## src/rtl/bcd_pkg.sv

```systemverilog
// -----------------------------------------------------------------------------
// bcd_pkg
// Shared constants and types for the multiplexed BCD display block.
//   NUM_DIGITS   number of display positions (history depth)
//   IDX_W        width of the scan index
//   SEG_*        segment patterns, bit order {dp,g,f,e,d,c,b,a}, active-high
//   bcd_t        one 4-bit digit as delivered by the upstream BCD counter
//   is_bcd()     true for digits 0..9
// -----------------------------------------------------------------------------
package bcd_pkg;

    localparam int NUM_DIGITS = 4;
    localparam int IDX_W      = $clog2(NUM_DIGITS);

    localparam logic [7:0] SEG_0     = 8'h3F;
    localparam logic [7:0] SEG_1     = 8'h06;
    localparam logic [7:0] SEG_2     = 8'h5B;
    localparam logic [7:0] SEG_3     = 8'h4F;
    localparam logic [7:0] SEG_4     = 8'h66;
    localparam logic [7:0] SEG_5     = 8'h6D;
    localparam logic [7:0] SEG_6     = 8'h7D;
    localparam logic [7:0] SEG_7     = 8'h07;
    localparam logic [7:0] SEG_8     = 8'h7F;
    localparam logic [7:0] SEG_9     = 8'h6F;
    localparam logic [7:0] SEG_DASH  = 8'h40;
    localparam logic [7:0] SEG_BLANK = 8'h00;

    typedef logic [3:0] bcd_t;

    function automatic logic is_bcd(input bcd_t d);
        return d <= 4'd9;
    endfunction

endpackage

```

## src/rtl/seg7_decode.sv

```systemverilog
// -----------------------------------------------------------------------------
// seg7_decode
// Purely combinational BCD to 7-segment decoder. Codes 10..15 are shown as a
// dash so a corrupt digit is visible on the display. The decimal point is
// never lit.
//   bcd_in   [3:0]  digit to show
//   seg_out  [7:0]  segments {dp,g,f,e,d,c,b,a}, active-high
// -----------------------------------------------------------------------------
module seg7_decode
    import bcd_pkg::*;
(
    input  logic [3:0] bcd_in,
    output logic [7:0] seg_out
);

    always_comb begin
        // NOTE: assign a default before the case so every path drives seg_out;
        // a missing assignment on any path would infer a latch.
        seg_out = SEG_DASH;
        case (bcd_in)
            4'd0:    seg_out = SEG_0;
            4'd1:    seg_out = SEG_1;
            4'd2:    seg_out = SEG_2;
            4'd3:    seg_out = SEG_3;
            4'd4:    seg_out = SEG_4;
            4'd5:    seg_out = SEG_5;
            4'd6:    seg_out = SEG_6;
            4'd7:    seg_out = SEG_7;
            4'd8:    seg_out = SEG_8;
            4'd9:    seg_out = SEG_9;
            default: seg_out = SEG_DASH;
        endcase
    end

endmodule

```

## src/rtl/bcd_scan_display.sv

```systemverilog
// -----------------------------------------------------------------------------
// bcd_scan_display
// Captures a stream of BCD digits into a 4-deep history and drives a
// time-multiplexed 4-digit 7-segment display from it. hist[0] is the newest
// digit (rightmost position), hist[3] the oldest and most significant.
// A prescaler holds each position for SCAN_DIV clocks. Optional leading-zero
// blanking suppresses zeros on positions 3..1 above the first non-zero digit.
// A sticky error flag records any captured non-BCD digit.
//   clk          clock, all state on rising edge
//   rst_syn      asynchronous active-high reset
//   digit_in     incoming digit
//   digit_valid  capture strobe for digit_in
//   hold         1 = ignore digit_valid, freeze history (scan keeps running)
//   blank_en     1 = leading-zero blanking on
//   err_clr      clears err (a simultaneous non-BCD capture wins)
//   seg_out      segments {dp,g,f,e,d,c,b,a} of the current position
//   an_out       one-hot position enable, 1 << idx
//   err          sticky non-BCD capture flag
// -----------------------------------------------------------------------------
module bcd_scan_display
    import bcd_pkg::*;
#(
    parameter int unsigned SCAN_DIV = 4   // clocks per position, 1..255
) (
    input  logic                  clk,
    input  logic                  rst_syn,
    input  logic [3:0]            digit_in,
    input  logic                  digit_valid,
    input  logic                  hold,
    input  logic                  blank_en,
    input  logic                  err_clr,
    output logic [7:0]            seg_out,
    output logic [NUM_DIGITS-1:0] an_out,
    output logic                  err
);

    localparam int              PRESC_W    = 8;
    localparam logic [PRESC_W-1:0] PRESC_LAST = PRESC_W'(SCAN_DIV - 1);

    // Packed so the capture shift is a single concatenation; slice 0 is newest.
    logic [NUM_DIGITS-1:0][3:0] hist_q, hist_d;
    logic [PRESC_W-1:0]         presc_q, presc_d;
    logic [IDX_W-1:0]           idx_q, idx_d;
    logic                       err_q, err_d;

    logic capture;
    logic presc_wrap;

    assign capture    = digit_valid & ~hold;
    assign presc_wrap = (presc_q == PRESC_LAST);

    // ---------------- next-state ----------------
    always_comb begin
        hist_d  = hist_q;
        presc_d = presc_q + 1'b1;
        idx_d   = idx_q;
        err_d   = err_q;

        // With SCAN_DIV=1 the prescaler sits at 0 and wraps every edge.
        if (presc_wrap) begin
            presc_d = '0;
            idx_d   = idx_q + 1'b1;
        end

        if (capture) begin
            hist_d = {hist_q[NUM_DIGITS-2:0], digit_in};
        end

        // Set has priority over clear.
        if (capture && !is_bcd(digit_in)) begin
            err_d = 1'b1;
        end else if (err_clr) begin
            err_d = 1'b0;
        end
    end

    // ---------------- state register ----------------
    // NOTE: the 4-entry history is a handful of flops, not a RAM, so it is
    // cleared by reset together with the rest of the state; a real memory
    // array would be left out of the reset branch.
    always_ff @(posedge clk or posedge rst_syn) begin
        if (rst_syn) begin
            hist_q  <= '0;
            presc_q <= '0;
            idx_q   <= '0;
            err_q   <= 1'b0;
        end else begin
            // NOTE: non-blocking assignments so every flop samples the
            // pre-edge values, independent of statement order.
            hist_q  <= hist_d;
            presc_q <= presc_d;
            idx_q   <= idx_d;
            err_q   <= err_d;
        end
    end

    // ---------------- display path ----------------
    // zero_run[k] = hist[k] and every more significant entry are zero.
    logic [NUM_DIGITS-1:0] zero_run;

    always_comb begin
        zero_run = '0;
        zero_run[NUM_DIGITS-1] = (hist_q[NUM_DIGITS-1] == 4'd0);
        for (int k = NUM_DIGITS - 2; k >= 0; k--) begin
            zero_run[k] = (hist_q[k] == 4'd0) && zero_run[k+1];
        end
    end

    logic [3:0] cur_digit;
    logic [7:0] seg_raw;
    logic       blank_pos;

    assign cur_digit = hist_q[idx_q];

    seg7_decode u_seg7_decode (
        .bcd_in  (cur_digit),
        .seg_out (seg_raw)
    );

    // Position 0 is never blanked so a value of zero still shows one digit.
    assign blank_pos = blank_en && (idx_q != '0) && zero_run[idx_q];
    assign seg_out   = blank_pos ? SEG_BLANK : seg_raw;
    assign an_out    = {{(NUM_DIGITS-1){1'b0}}, 1'b1} << idx_q;
    assign err       = err_q;

endmodule

```

## config.mk

```make
export PLATFORM = sky130hd
export DESIGN_NAME = bcd_scan_display
export DESIGN_NICKNAME = d
export VERILOG_FILES = /design/src/rtl/bcd_pkg.sv /design/src/rtl/seg7_decode.sv /design/src/rtl/bcd_scan_display.sv
export SDC_FILE = /design/constraint.sdc
export NUM_CORES = 1
export LEC_CHECK = 0
export CAP_MARGIN = 15
export CORE_ASPECT_RATIO = 2
export CORE_MARGIN = 2
export CORE_UTILIZATION = 53
export DETAILED_ROUTE_END_ITERATION = 7
export PLACE_DENSITY_LB_ADDON = 0.15
export SLEW_MARGIN = 20
export SYNTH_ARGS = -nofsm -noshare
export SYNTH_HDL_FRONTEND = slang
export SYNTH_SLANG_ARGS = --single-unit
```

## constraint.sdc

```tcl
create_clock -name clk -period 2.7 [get_ports clk]
set_input_delay 0.54 -clock clk [delete_from_list [all_inputs] [get_ports clk]]
set_output_delay 0.54 -clock clk [all_outputs]
set_load 0.005 [all_outputs]
```

==> key figures <==
STA
  – Setup TNS: 0 ns
  – Unrepaired setup endpoints after global routing: true
  – Final setup fails: 0
  – Period Utilization, post-route: 0.957
  – Fmax: 387 MHz
  – Fin Clk Skew: 0.00746 ns
  – Post-route setup slack: 0.117 ns
  – Min Tclk post-route: 2.58 ns
  – Worst Hold Slack: 0.463 ns
  – Max-slew violation count: 0
  – Hold Violations, Final: 0

Clocking
  – Clock slew at the register clock pins of the worst setup and hold paths: 0.09 ns
  – H-tree Lvls: 1
  – CTS max path bufs: 2
  – Clock Sinks: 27
  – CTS tree: done
  – Post-CTS Hold Fix Bufs: 0
  – Total CTS buffers: 3
  – Clock Latency Late Sink: 0.28 ns
  – Clock root buffer: clkbuf_8

Detailed routing
  – Drt first pass iters: 4
  – Starting DRC count in detailed routing: 7
  – Drt wl/cell: 16.5 microns
  – DRC Markers: 0
  – Vias: 1110
  – Remaining antenna violation count: 0
  – Vias per inst: 5.61
  – Total wire length: 3270 microns

Die
  – Die Width: 41.4 microns
  – Core area: 0.00270 sq mm
  – Initial Util: 0.549
  – Rows: 27
  – Die Area: 0.00326 sq mm
  – Die Span Y: 78.8 microns
  – # IOs: 23

Worst setup path
  – Crit end category: output port
  – R2R depth: 4
  – CP Max Fanout: 5
  – Worst path slowest cell: dfrtp_1
  – R2R Setup Slk: 1.09 ns
  – Worst Path Arrival: 2.04 ns
  – Worst-path cell chain: buf_4 > nor4_2 > o21ai_1 > a211oi_2 > buf_4 > nor2_1 > dlygate4sd2_1
  – CP max stage delay: 0.41 ns
  – Top cell by count, worst path: buf_4
  – Setup crit start kind: flip-flop
  – Crit path kind: reg2out
  – CP required: 2.16 ns
  – R2R Path Start: presc_q[4]
  – Reg-to-reg critical path endpoint: idx_q[1]

Final layout
  – Final Util: 0.720
  – Layout cells sized above 1: 0.367
  – Ant. Diodes: 0
  – Synth-to-Final Area Change: 31.2%
  – NumNets Final: 190

Synth
  – Synthesized area per cell: 11.8 sq um
  – Synth warn: 0
  – Yosys cell types: 33
  – Top_reg_cell synth: dfrtp_1
  – Number of flops mapped to enable cells by yosys: 0
  – Synth Register Bits: 27
  – Netlist Area Pre-Place: 0.00148 sq mm
  – Synth area leader: dfrtp_1
  – Post-Syn Instances: 126
  – Largest cells by area after synthesis: dfrtp_1, mux2_2, ha_1, mux4_2, xnor2_1
  – Syn_nets: 146
  – Post-synth top area share: 0.455
  – Post-synth ARST share: 1.00
  – Sequential-to-total area share from yosys stat: 0.455

Min path
  – Worst min path class: reg2reg
  – Worst hold path depth: 1
  – Hold endpoint: presc_q[0]
  – Start point of the worst hold path: presc_q[0]

GRT
  – GRT Residual Overflow: 0
  – GRT Total Usage: 0.224
  – First-pass GRT wire length: 5510 microns
  – Vias in the first global route: 1203
  – Largest net degree at the start of global routing: 28
  – Antenna violations before repair: 0

Outcome
  – Status: finished, final reports clean

Power and ir drop
  – Power per standard cell area: 571 mW/mm^2
  – Peak VDD IR: 0.000440 V
  – Final Total Pwr: 0.00111 W
  – Leak: 0.881 nW

Place
  – Place WS: -0.0407 ns
  – Port Buffers: 21
  – DP HPWL: 2570 microns
  – Gpl congestion: 0.836

Flow run
  – Max cap viols: 0
[placed cells by master (no fill, tap or decap), types with 2 or more instances in the layout]
cell type        count
buf_2                2
o21ai_1              3
clkbuf_2             3
mux4_2               4
a21oi_1              4
dfrtp_1             27
clkdlybuf4s50_1     14
nor4_2               2
nor2b_1              3
and3_1               2
nor2_1               9
nor4_1               2
nand3_1              4
xnor2_1              5
mux2i_1              2
inv_1                6
buf_6                6
clkbuf_8             3
mux2_2              16
nand2_1              3
ha_1                 8
nand2b_1             3
a211oi_2             2
buf_4               17
[cell usage after synthesis, drive strengths merged (2+ instances only)]
master	instances
mux4	4
ha	10
a211oi	2
mux2i	2
inv	7
nand3	4
buf	4
o21ai	4
and3	2
nor2	10
nor4	4
nand2	3
nand2b	3
nor2b	3
nor3	2
dfrtp	27
xnor2	5
mux2	16
a21oi	5
[flip-flops by register name, indices dropped and copies added, names as in the netlist]
name     cells
err          1
presc_q      8
idx_q        2
hist_q      16
[cells by family after synthesis]
group           share of synthesized area
compound gates                     0.0632
simple gates                        0.121
xor+xnor                           0.0354
flops                               0.455
buf+inv                            0.0396
fa+ha+maj                          0.0843
other cells                       0.00253
mux                                 0.198
[power by group]
part / internal [W] / switching [W] / total, W
registers: 0.000474 / 0.0000647 / 0.000539
clock network: 0.000108 / 0.000129 / 0.000237
logic: 0.000196 / 0.000139 / 0.000335
total: 0.000779 / 0.000332 / 0.00111
[how the worst max path moves through the flow]
stage | startpoint | end | slack (ns) | cells after the start
after floorplan | idx_q[1] | seg_out[5] | 0.36 | 7
after global routing | idx_q[0] | seg_out[3] | -0.03 | 7
after detailed placement | idx_q[0] | seg_out[5] | -0.04 | 7
after global placement | idx_q[0] | seg_out[5] | 0.03 | 7
after CTS | hist_q[1] | seg_out[5] | 0.02 | 7
final | hist_q[1] | seg_out[4] | 0.12 | 7
[area by class of cell]
cell class              instances  area [sq um]
flip-flops and latches         27           676
well taps                      29          36.3
clock buffers                   3          41.3
clock inverters                 1          8.76
fillers                       205           756
repair buffers                 44           379
inverters                       7          26.3
multi-input cells              87           779
[per-stage QoR]
step,cell area (sq um),instances
after global routing,1950,198
after detailed placement,1790,183
after CTS,1890,194
final,1950,198
after global placement,1790,183
after floorplan,1480,126
[timing repair]
item                       CTS  global route
pin swaps                    1             2
gates resized for setup     17            18
setup endpoints to repair    7             6
setup buffers                7             4
[worst max-delay path, delay by kind of cell, from the launching register on]
kind	cells	cell delay, ns
AND/OR/NAND/NOR	2	0.36
flip-flops	1	0.41
AO/OA/AOI/OAI	2	0.38
buffers and inverters	3	0.61
[per-layer routing]
layer / track usage / part of all wire / vias up
met3: 0.0205 / 0.013 / 13
met2: 0.445 / 0.62 / 20
met4: 0.129 / 0.041 / 0
met1: 0.209 / 0.33 / 555
li1: - / - / 522
met5: 0 / 0 / -
No activity file was read; power rests on OpenSTA's default activity.
